## src/rtl/fetch_sequencer.sv

```systemverilog
// Instruction-fetch sequencer: owns the PC, fetches from a combinational imem,
// and buffers {pc, instr} pairs in a small FIFO handed to decode via valid/ready.
module fetch_sequencer #(
    parameter logic [31:0] RESET_PC   = 32'h0,
    parameter int          IMEM_WORDS = 7,
    parameter int          FIFO_DEPTH = 2
) (
    input  logic        clk,
    input  logic        reset,
    input  logic        start,
    output logic [31:0] imem_addr,
    input  logic [31:0] imem_instr,
    input  logic        redirect_valid,
    input  logic [31:0] redirect_pc,
    output logic        out_valid,
    input  logic        out_ready,
    output logic [31:0] out_instr,
    output logic [31:0] out_pc,
    output logic        busy,
    output logic        done
);
    localparam int          PW       = $clog2(FIFO_DEPTH);
    localparam int          CW       = PW + 1;
    localparam logic [31:0] PC_LIMIT = 32'(IMEM_WORDS * 4);
    localparam logic [CW-1:0] DEPTH_C = CW'(FIFO_DEPTH);

    typedef struct packed {
        logic [31:0] pc;
        logic [31:0] instr;
    } entry_t;

    typedef enum logic [1:0] {ST_IDLE, ST_RUN, ST_END} state_t;

    state_t          state, state_n;
    logic [31:0]     pc;
    entry_t          fifo_q [FIFO_DEPTH];
    logic [PW-1:0]   rd_ptr, wr_ptr;
    logic [CW-1:0]   count;
    logic            pop, push, push_ok, in_range, redirect;

    assign imem_addr = pc;
    assign in_range  = (pc < PC_LIMIT);
    assign redirect  = redirect_valid && (state != ST_IDLE);
    assign out_valid = (count != '0);
    assign pop       = out_valid && out_ready;
    assign push_ok   = (count < DEPTH_C) || pop;
    // A redirect wins over fetching: nothing is pushed in the flush cycle.
    assign push      = (state == ST_RUN) && !redirect && in_range && push_ok;

    assign out_instr = out_valid ? fifo_q[rd_ptr].instr : 32'h0;
    assign out_pc    = out_valid ? fifo_q[rd_ptr].pc    : 32'h0;

    always_ff @(posedge clk) begin
        if (reset) state <= ST_IDLE;
        else       state <= state_n;
    end

    always_comb begin
        state_n = state;
        case (state)
            ST_IDLE: if (start) state_n = ST_RUN;
            ST_RUN: begin
                if (redirect)       state_n = ST_RUN;
                else if (!in_range) state_n = ST_END;
            end
            ST_END:  if (redirect) state_n = ST_RUN;
            default: state_n = ST_IDLE;
        endcase
    end

    always_comb begin
        busy = (state == ST_RUN);
        done = (state == ST_END) && (count == '0);
    end

    always_ff @(posedge clk) begin
        if (reset) begin
            pc     <= RESET_PC;
            rd_ptr <= '0;
            wr_ptr <= '0;
            count  <= '0;
        end else if (redirect) begin
            // Any same-cycle pop still completes; everything else is dropped.
            pc     <= redirect_pc & ~32'h3;
            rd_ptr <= '0;
            wr_ptr <= '0;
            count  <= '0;
        end else begin
            if (push) begin
                pc     <= pc + 32'd4;
                wr_ptr <= wr_ptr + 1'b1;
            end
            if (pop) rd_ptr <= rd_ptr + 1'b1;
            case ({push, pop})
                2'b10:   count <= count + 1'b1;
                2'b01:   count <= count - 1'b1;
                default: count <= count;
            endcase
        end
    end

    always_ff @(posedge clk) begin
        if (push) fifo_q[wr_ptr] <= '{pc: pc, instr: imem_instr};
    end
endmodule

```

## config.mk

```make
export PLATFORM = sky130hd
export DESIGN_NAME = fetch_sequencer
export DESIGN_NICKNAME = d
export VERILOG_FILES = /design/src/rtl/fetch_sequencer.sv
export SDC_FILE = /design/constraint.sdc
export NUM_CORES = 1
export LEC_CHECK = 0
export ABC_CLOCK_PERIOD_IN_PS = 5920
export CORE_MARGIN = 5
export CORE_UTILIZATION = 48
export DETAILED_ROUTE_END_ITERATION = 10
export PLACE_DENSITY = 0.9
export SYNTH_ARGS = -nofsm -noshare
export SYNTH_HDL_FRONTEND = slang
export SYNTH_SLANG_ARGS = --single-unit
```

## constraint.sdc

```tcl
create_clock -name clk -period 5.92 [get_ports clk]
set_clock_uncertainty 0.1 [all_clocks]
set_input_delay 1.184 -clock clk [delete_from_list [all_inputs] [get_ports clk]]
set_output_delay 1.184 -clock clk [all_outputs]
set_load 0.1 [all_outputs]
```

### Word-level counts from Yosys, hierarchy flattened

Memory sizes are Yosys's and may differ from the RTL's. A register that Yosys moved wholly into a read port is not among the register bits.
Cells that the tools add are included.

* output and inout bits: 99
* logic and storage cells: 51
* input port bits: 69
* memories kept: 1
* memory bits (writable): 128
* register bits after elaboration: 38

* reductions and logical operators: 16
* add/sub/neg operators: 5
* multiplexer cells: 14
* equality and inequality tests: 7
* magnitude comparators: 2

Memories
* fifo_q: words 2, width 64, read ports 1, clocked after Yosys merged registers in 1, wr ports 1, line 36 `entry_t fifo_q [FIFO_DEPTH];`

Operator list (count)
* $mux W32: 4
* $add A32 B3 Y32 const B: 1
* $lt A32 B5 Y1 const B: 1
* $mux W2: 4
* $reduce_bool A2 Y1: 4
* $logic_and A1 B1 Y1: 6
* $pmux W2 S3: 1
* $eq A2 B1 Y1 const B: 2
* $eq A2 B2 Y1 const B: 2
* $logic_not A2 Y1: 2
* $mux W1: 4
* $ne A2 B2 Y1 const B: 2
* $pmux W2 S2: 1
* $ne A3 B2 Y1 const B: 1
* $reduce_and A3 Y1: 1
* $add A1 B1 Y1 const B: 2
* $add A2 B1 Y2 const B: 1
* $lt A2 B2 Y1 const B: 1
* $reduce_or A2 Y1: 1
* $sub A2 B1 Y2 const B: 1
* $logic_not A1 Y1: 1
* $logic_or A1 B1 Y1: 1

### Logic depth before layout (Yosys ltp)

Gate-level depths: netlist of run 1.

* word-level depth: 8
* depth in mapped cells: 10
* depth with buffers taken out: 9

### Least setup slack after synthesis of run 1

No wires, ideal clock.

* path type: reg2reg
* start: register state[0]
* end: memory fifo_q[0][0] in the netlist's numbering, enable pin
* period minus slack after synthesis: 6.063 ns
* stages on the path, launching flop included: 6
* data required time: 5.338 ns
* slack: -0.143 ns
* arrival: 5.481 ns
* cells stage by stage: dfxtp_1 -> nor2b_1 -> nand3_1 -> or4_1 -> buf_2 -> nor2_1

* elaborated cells on any way between the ends: 9
* those cells by class: 1 x eq/ne; 2 x mux; 6 x reduce/logical

RTL lines
* start, declared: line 34 `state_t state, state_n;`
* start signal, assigned: line 55 `else state <= state_n;`
* $eq A2 B1 Y1
* net busy: line 19 `output logic busy,`
* $logic_and A1 B1 Y1 (3 in a row): line 48 `assign push = (state == ST_RUN) && !redirect && in_range && push_ok;`
* $mux W1: line 103 `if (push) fifo_q[wr_ptr] <= '{pc: pc, instr: imem_instr};`
* $mux W1 (implied by the code): line 103
* end, declared: line 36

The timed path passes the listed nets, and every way through them passes these cells.

==> results_dict.tcl, run 1 <==
set metrics [dict create \
    slew-limit-headroom_pct 17.03 \
    cts_resized 0 \
    fin_util_pct 67.70 \
    clk_latency_ps 410 \
    p_leak_nw 2.738 \
    worst_slack_ps 1588 \
    ioPinCount 168 \
    start_util_pct 49.27 \
    cp.required_ps 4640 \
    cts_sinks 161 \
    drt_pre_antenna_iters 5 \
    num_antenna_cells 0 \
    grt_pass1_vias 4326 \
    syn_area_sq_um 6269 \
    finalMaxSlewViolations 0 \
    rsz0062_at_grt "no" \
    crit_slowest_cell "clkdlybuf4s50_1" \
    max_stage_delay_ps 1160 \
    drc 0 \
    clk_path_buf_depth 2 \
    coreArea_sq_um 12720 \
    via_per_inst 5.214 \
    r2r_cells 5 \
    setup_viol 0 \
    grt-ovfl-total 0 \
    r2r_slack_ps 2670 \
    grt_usage_pct 18.73 \
    portBuffers 161 \
    synthCells 464 \
    cts_root_buf "clkbuf_16" \
    globalplace.congestion 0.7772 \
    gr-usage-met1_pct 23.01 \
    min_path_type "flop to flop" \
    met2_usage_pct 32.12 \
    dp_slack_ps 1650 \
    synth-seq-area-share_pct 71.22 \
    end_kind "output pin" \
    cts_tree "built" \
    reg2reg_to "fifo_q[1][53]$_DFFE_PP_" \
    placement_rows 41 \
    numCtsBuffers 17 \
    synth-seq-cells 161 \
    cts_hold_buf 0 \
    die_x_microns 124.3 \
    avgSynthCellArea_sq_um 13.51 \
    fin_crit_sh_pct 73.17 \
    tightest_slew_ps 1244 \
    drt-initial-drc-count 278 \
    cts_max_level 4 \
    criticalPathCategory "flop to output pin" \
    startpoint_type "flop" \
    hp-start "imem_addr[10]$_SDFFE_PP0P_" \
    maxCapViolations 0 \
    path_clk_slew_ps 60 \
    grt-busiest-layer "met2" \
    worstPathCellList "mux2i_1 > nor2_1 > clkdlybuf4s50_1" \
    wl_mm 14.48 \
    hpwl_mm 9.774 \
    final_hold_viol_count 0 \
    syn_to_final_growth_pct 37.41 \
    hold_path_depth 2 \
    dieHeight_microns 124.3 \
    fmax_ghz 0.2308 \
    status "completed" \
    ir_worst_vdd_mv 0.2070 \
    crit_end "out_pc[13]" \
    cp_data_arrival_time_ps 3050 \
    nNetsFinal 695 \
    period_minus_slack_ps 4332 \
    path_max_fanout 62 \
    antenna_found_initial 0 \
    post_cts_buffers 0 \
    synth_cell_types 42 \
    grt_pass1_wl_mm 23.03 \
    r2r_start "imem_addr[31]$_SDFFE_PP0P_" \
    ant_nets 0 \
    dieArea_sq_um 15440 \
    wl_per_cell_microns 17.92 \
    num-fill-cells 952 \
    met3_usage_pct 5.060 \
    layout-drive-gt1-share_pct 7.390 \
    vias 4213 \
    cellPowerDensity_nw_per_um2 318.6 \
    grt_max_degree 63 \
    yosysWarnings 0 \
]
placed cells by master, fill, tap and decap left out, types with 3 or more instances in the layout:
| master | count |
|---|---|
| nand2_1 | 59 |
| clkinvlp_4 | 4 |
| nor4_4 | 3 |
| edfxtp_1 | 124 |
| inv_1 | 3 |
| nor2_1 | 68 |
| nor2_4 | 3 |
| mux2i_1 | 64 |
| inv_6 | 3 |
| clkbuf_16 | 17 |
| nand3_1 | 3 |
| clkdlybuf4s50_1 | 161 |
| xnor2_1 | 3 |
| clkinv_4 | 3 |
| conb_1 | 4 |
| nor4_1 | 4 |
| a21oi_1 | 28 |
| buf_4 | 6 |
| dfxtp_1 | 36 |
| nor3_1 | 5 |
cell type report:
type	count	area (sq um)	area share (%)
Timing Repair Buffer	167	1657	19.23
Clock inverter	14	131.4	1.525
Tap cell	172	215.2	2.499
Sequential cell	161	4468	51.87
Clock buffer	17	425.4	4.939
Inverter	4	15.01	0.1743
Multi-Input combinational cell	273	1702	19.76
routing by layer:
| layer | routed length [microns] | up-vias |
|---|---|---|
| met5 | 0 | - |
| met3 | 878 | 17 |
| li1 | - | 1992 |
| met4 | 211 | 0 |
| met2 | 7260 | 177 |
| met1 | 6127 | 2027 |
metrics by stage:
step                hold slack, ps  power [mW]  cells  instance area [sq um]  TNS (ps)
floorplan                    351.4       1.610    467                   6280    -17690
global placement             391.0       1.738    777                   8056         0
detailed placement           402.2       1.748    777                   8056         0
CTS                          413.5       2.764    808                   8613         0
global route                 433.2       2.841    808                   8613         0
finish                       409.1       2.744    808                   8613         0
worst max-delay path: cells and delay by family (launching register included):
kind                   cells  cell delay [ps]
buffers and inverters      1             1160
and+or+nand+nor            1              180
DFF                        1             1070
muxes                      1              180
flip-flops by register name, indices dropped and copies added (netlist names), named ones only:
signal	cells
state	2
imem_addr	30
rd_ptr	1
wr_ptr	1
fifo_q	124
count	2
worst min path at each step:
| stage | endpoint | slack [ps] |
|---|---|---|
| after floorplan | wr_ptr$_SDFFE_PP0P_ | 350 |
| after global placement | wr_ptr$_SDFFE_PP0P_ | 390 |
| after detailed placement | fifo_q[1][42]$_DFFE_PP_ | 400 |
| after CTS | imem_addr[10]$_SDFFE_PP0P_ | 410 |
| after global routing | fifo_q[0][42]$_DFFE_PP_ | 430 |
| final | imem_addr[10]$_SDFFE_PP0P_ | 410 |
kinds of logic (layout without fill, tap and decap cells):
logic type / count (synthesis) / after routing / share of synthesized area, %
compound gates: 40 / 40 / 3.653
xor+xnor: 4 / 4 / 0.5590
fa+ha+maj: 2 / 2 / 0.3991
buf+inv: 33 / 202 / 2.235
flops: 161 / 161 / 71.22
mux: 65 / 65 / 10.40
other cells: 1 / 4 / 0.05982
simple gates: 158 / 158 / 11.48
report_power, final:
group / switching (mW) / internal, mW / total, mW
registers: 0.0308 / 1.24 / 1.27
logic: 0.322 / 0.126 / 0.448
clock network: 0.440 / 0.582 / 1.02
total: 0.792 / 1.95 / 2.74
cell usage after synthesis, drive strengths merged:
library cell	n	area share, %
o41ai	1	0.14
nand2	59	3.5
a211oi	1	0.12
clkbuf	20	1.2
o31ai	2	0.24
nand4	2	0.30
or3	1	0.10
and4b	1	0.16
nor3b	1	0.12
ha	2	0.40
a32oi	1	0.14
dfxtp	37	12
inv	4	0.24
and3	1	0.10
mux2	1	0.18
a221oi	1	0.14
nor2b	2	0.20
o22ai	1	0.10
and4	1	0.14
or4	1	0.12
edfxtp	124	59
o21ai	2	0.16
and2	2	0.20
nor4	8	1.6
xnor2	3	0.42
xor2	1	0.14
mux2i	64	10
o311ai	1	0.14
nor3	5	0.40
o21a	1	0.12
nor2	71	4.3
buf	9	0.80
a21oi	28	2.2
nand3	3	0.24
conb	1	0.060
o211ai	1	0.12
Note: power is estimated with default switching activity, not from simulation.
==> run 2: changes to the inputs <==
--- a/config.mk
+++ b/config.mk
@@ -5,7 +5,7 @@
 export SDC_FILE = /design/constraint.sdc
 export NUM_CORES = 1
 export LEC_CHECK = 0
-export ABC_CLOCK_PERIOD_IN_PS = 5920
+export ABC_CLOCK_PERIOD_IN_PS = 4300
 export CORE_MARGIN = 5
 export CORE_UTILIZATION = 48
 export DETAILED_ROUTE_END_ITERATION = 10
==> constraint.sdc (replaced) <==
create_clock -name clk -period 4.3 [get_ports clk]
set_clock_uncertainty 0.1 [all_clocks]
set_input_delay 0.86 -clock clk [delete_from_list [all_inputs] [get_ports clk]]
set_output_delay 0.86 -clock clk [all_outputs]
set_load 0.1 [all_outputs]
==> results_dict.tcl, run 2 (synthesized netlist as in run 1, its figures left out) <==
set metrics [dict create \
    cts_tree "built" \
    startpoint_type "flop" \
    hpwl_mm 9.829 \
    wl_mm 14.20 \
    worstPathCellList "mux2i_1 > nor2_1 > clkdlybuf4s50_1" \
    cts_max_level 4 \
    drt-initial-drc-count 281 \
    vias 4161 \
    r2r_start "imem_addr[31]$_SDFFE_PP0P_" \
    crit_slowest_cell "clkdlybuf4s50_1" \
    drt_pre_antenna_iters 5 \
    syn_to_final_growth_pct 35.99 \
    cts_resized 0 \
    portBuffers 161 \
    placement_rows 41 \
    cts_root_buf "clkbuf_16" \
    via_per_inst 5.131 \
    min_path_type "flop to flop" \
    grt_max_degree 48 \
    setup_viol 0 \
    globalplace.congestion 0.7774 \
    max_stage_delay_ps 1160 \
    clk_latency_ps 400 \
    path_clk_slew_ps 60 \
    cts_hold_buf 0 \
    maxCapViolations 0 \
    final_common_cell "edfxtp_1" \
    final.setup.tns_ps 0 \
    final_cell_mix "edfxtp_1, clkdlybuf4s50_1, nor2_1" \
    grt_usage_pct 18.55 \
    post_cts_buffers 0 \
    antenna_found_initial 0 \
    cp_data_arrival_time_ps 2380 \
    rsz0062_at_grt "no" \
    num-fill-cells 945 \
    end_kind "output pin" \
    grt_pass1_vias 4371 \
    grt_pass1_wl_mm 22.79 \
    path_max_fanout 16 \
    drc 0 \
    fin_util_pct 67.00 \
    fin_crit_sh_pct 77.64 \
    ioPinCount 168 \
    wl_per_cell_microns 17.51 \
    p_leak_nw 2.861 \
    status "completed" \
    die_x_microns 124.3 \
    dieHeight_microns 124.3 \
    largest_reg_flops 124 \
    ant_nets 0 \
    coreArea_sq_um 12720 \
    period_minus_slack_ps 3338 \
    final_hold_viol_count 0 \
    layout-drive-gt1-share_pct 15.18 \
    criticalPathCategory "flop to output pin" \
    ir_worst_vdd_mv 0.2314 \
    dpl_cell_area_sq_um 7979 \
    top_register "fifo_q" \
    worst_slack_ps 961.6 \
    dp_slack_ps 732.1 \
    cp.required_ps 3340 \
    finalMaxSlewViolations 0 \
    clk_path_buf_depth 2 \
    num_antenna_cells 0 \
    hp-start "imem_addr[7]$_SDFFE_PP0P_" \
    start_util_pct 49.27 \
    grt-ovfl-total 0 \
    slew-limit-headroom_pct 14.75 \
    nNetsFinal 697 \
    cts_sinks 161 \
    tightest_slew_ps 1279 \
    fmax_ghz 0.2995 \
    dieArea_sq_um 15440 \
    numCtsBuffers 17 \
    stdcell_area_sq_um 8524 \
    power.total_mw 3.752 \
    cellPowerDensity_nw_per_um2 440.1 \
]
## run 2: cell types whose count changed in the layout (fill, tap and decap cells not counted), sizes merged
cell / delta
clkdlybuf4s50: -48
clkinvlp: -3
buf: +50
clkinv: -2
clkbuf: +4
inv: +2
## run 2: path summary, 6_finish.rpt
kind | endpoint | slack (ps) | cells past startpoint
setup / recovery | out_pc[27] | 960 | 3
hold / removal | imem_addr[7]$_SDFFE_PP0P_ | 420 | 2
setup reg to reg | count[1]$_SDFFE_PP0P_ | 1460 | 7
hold reg to reg | imem_addr[7]$_SDFFE_PP0P_ | 420 | 2
## run 2: critical path: cells and delay by family (launching register included)
family                 cells  cell delay (ps)
buffers and inverters      1             1160
AND/OR/NAND/NOR            1              160
flip-flops                 1              520
multiplexers               1              120
## run 2: cell type report
class | count | area [sq um] | area share [%]
inverter | 4 | 15.01 | 0.1761
timing repair buffer | 169 | 1577 | 18.49
sequential | 161 | 4468 | 52.41
tap | 172 | 215.2 | 2.525
clock inverter | 11 | 105.1 | 1.233
clock buffer | 21 | 440.4 | 5.167
multi-input combinational | 273 | 1704 | 19.99
## run 2: per-stage QoR
stage | hold WS, ps | std cells
2_1_floorplan | 385.1 | 467
3_3_place_gp | 395.5 | 779
3_5_place_dp | 414.9 | 779
4_1_cts | 422.0 | 811
5_1_grt | 437.0 | 811
6_report | 418.9 | 811
## run 2: layer usage
layer,part of all wire (%),vias to the layer above,track usage (%),routed length (microns)
met4,1.5,0,7.028,208
met1,41,1984,22.23,5810
li1,-,1999,-,-
met2,51,157,31.14,7294
met5,0,-,0,0
met3,6.2,21,6.132,883
## run 2: report_power, final
part	leakage (nW)	switching (mW)	internal, mW
Combinational	1.21	0.448	0.169
Clock	0.268	0.581	0.804
Sequential	1.38	0.0377	1.71
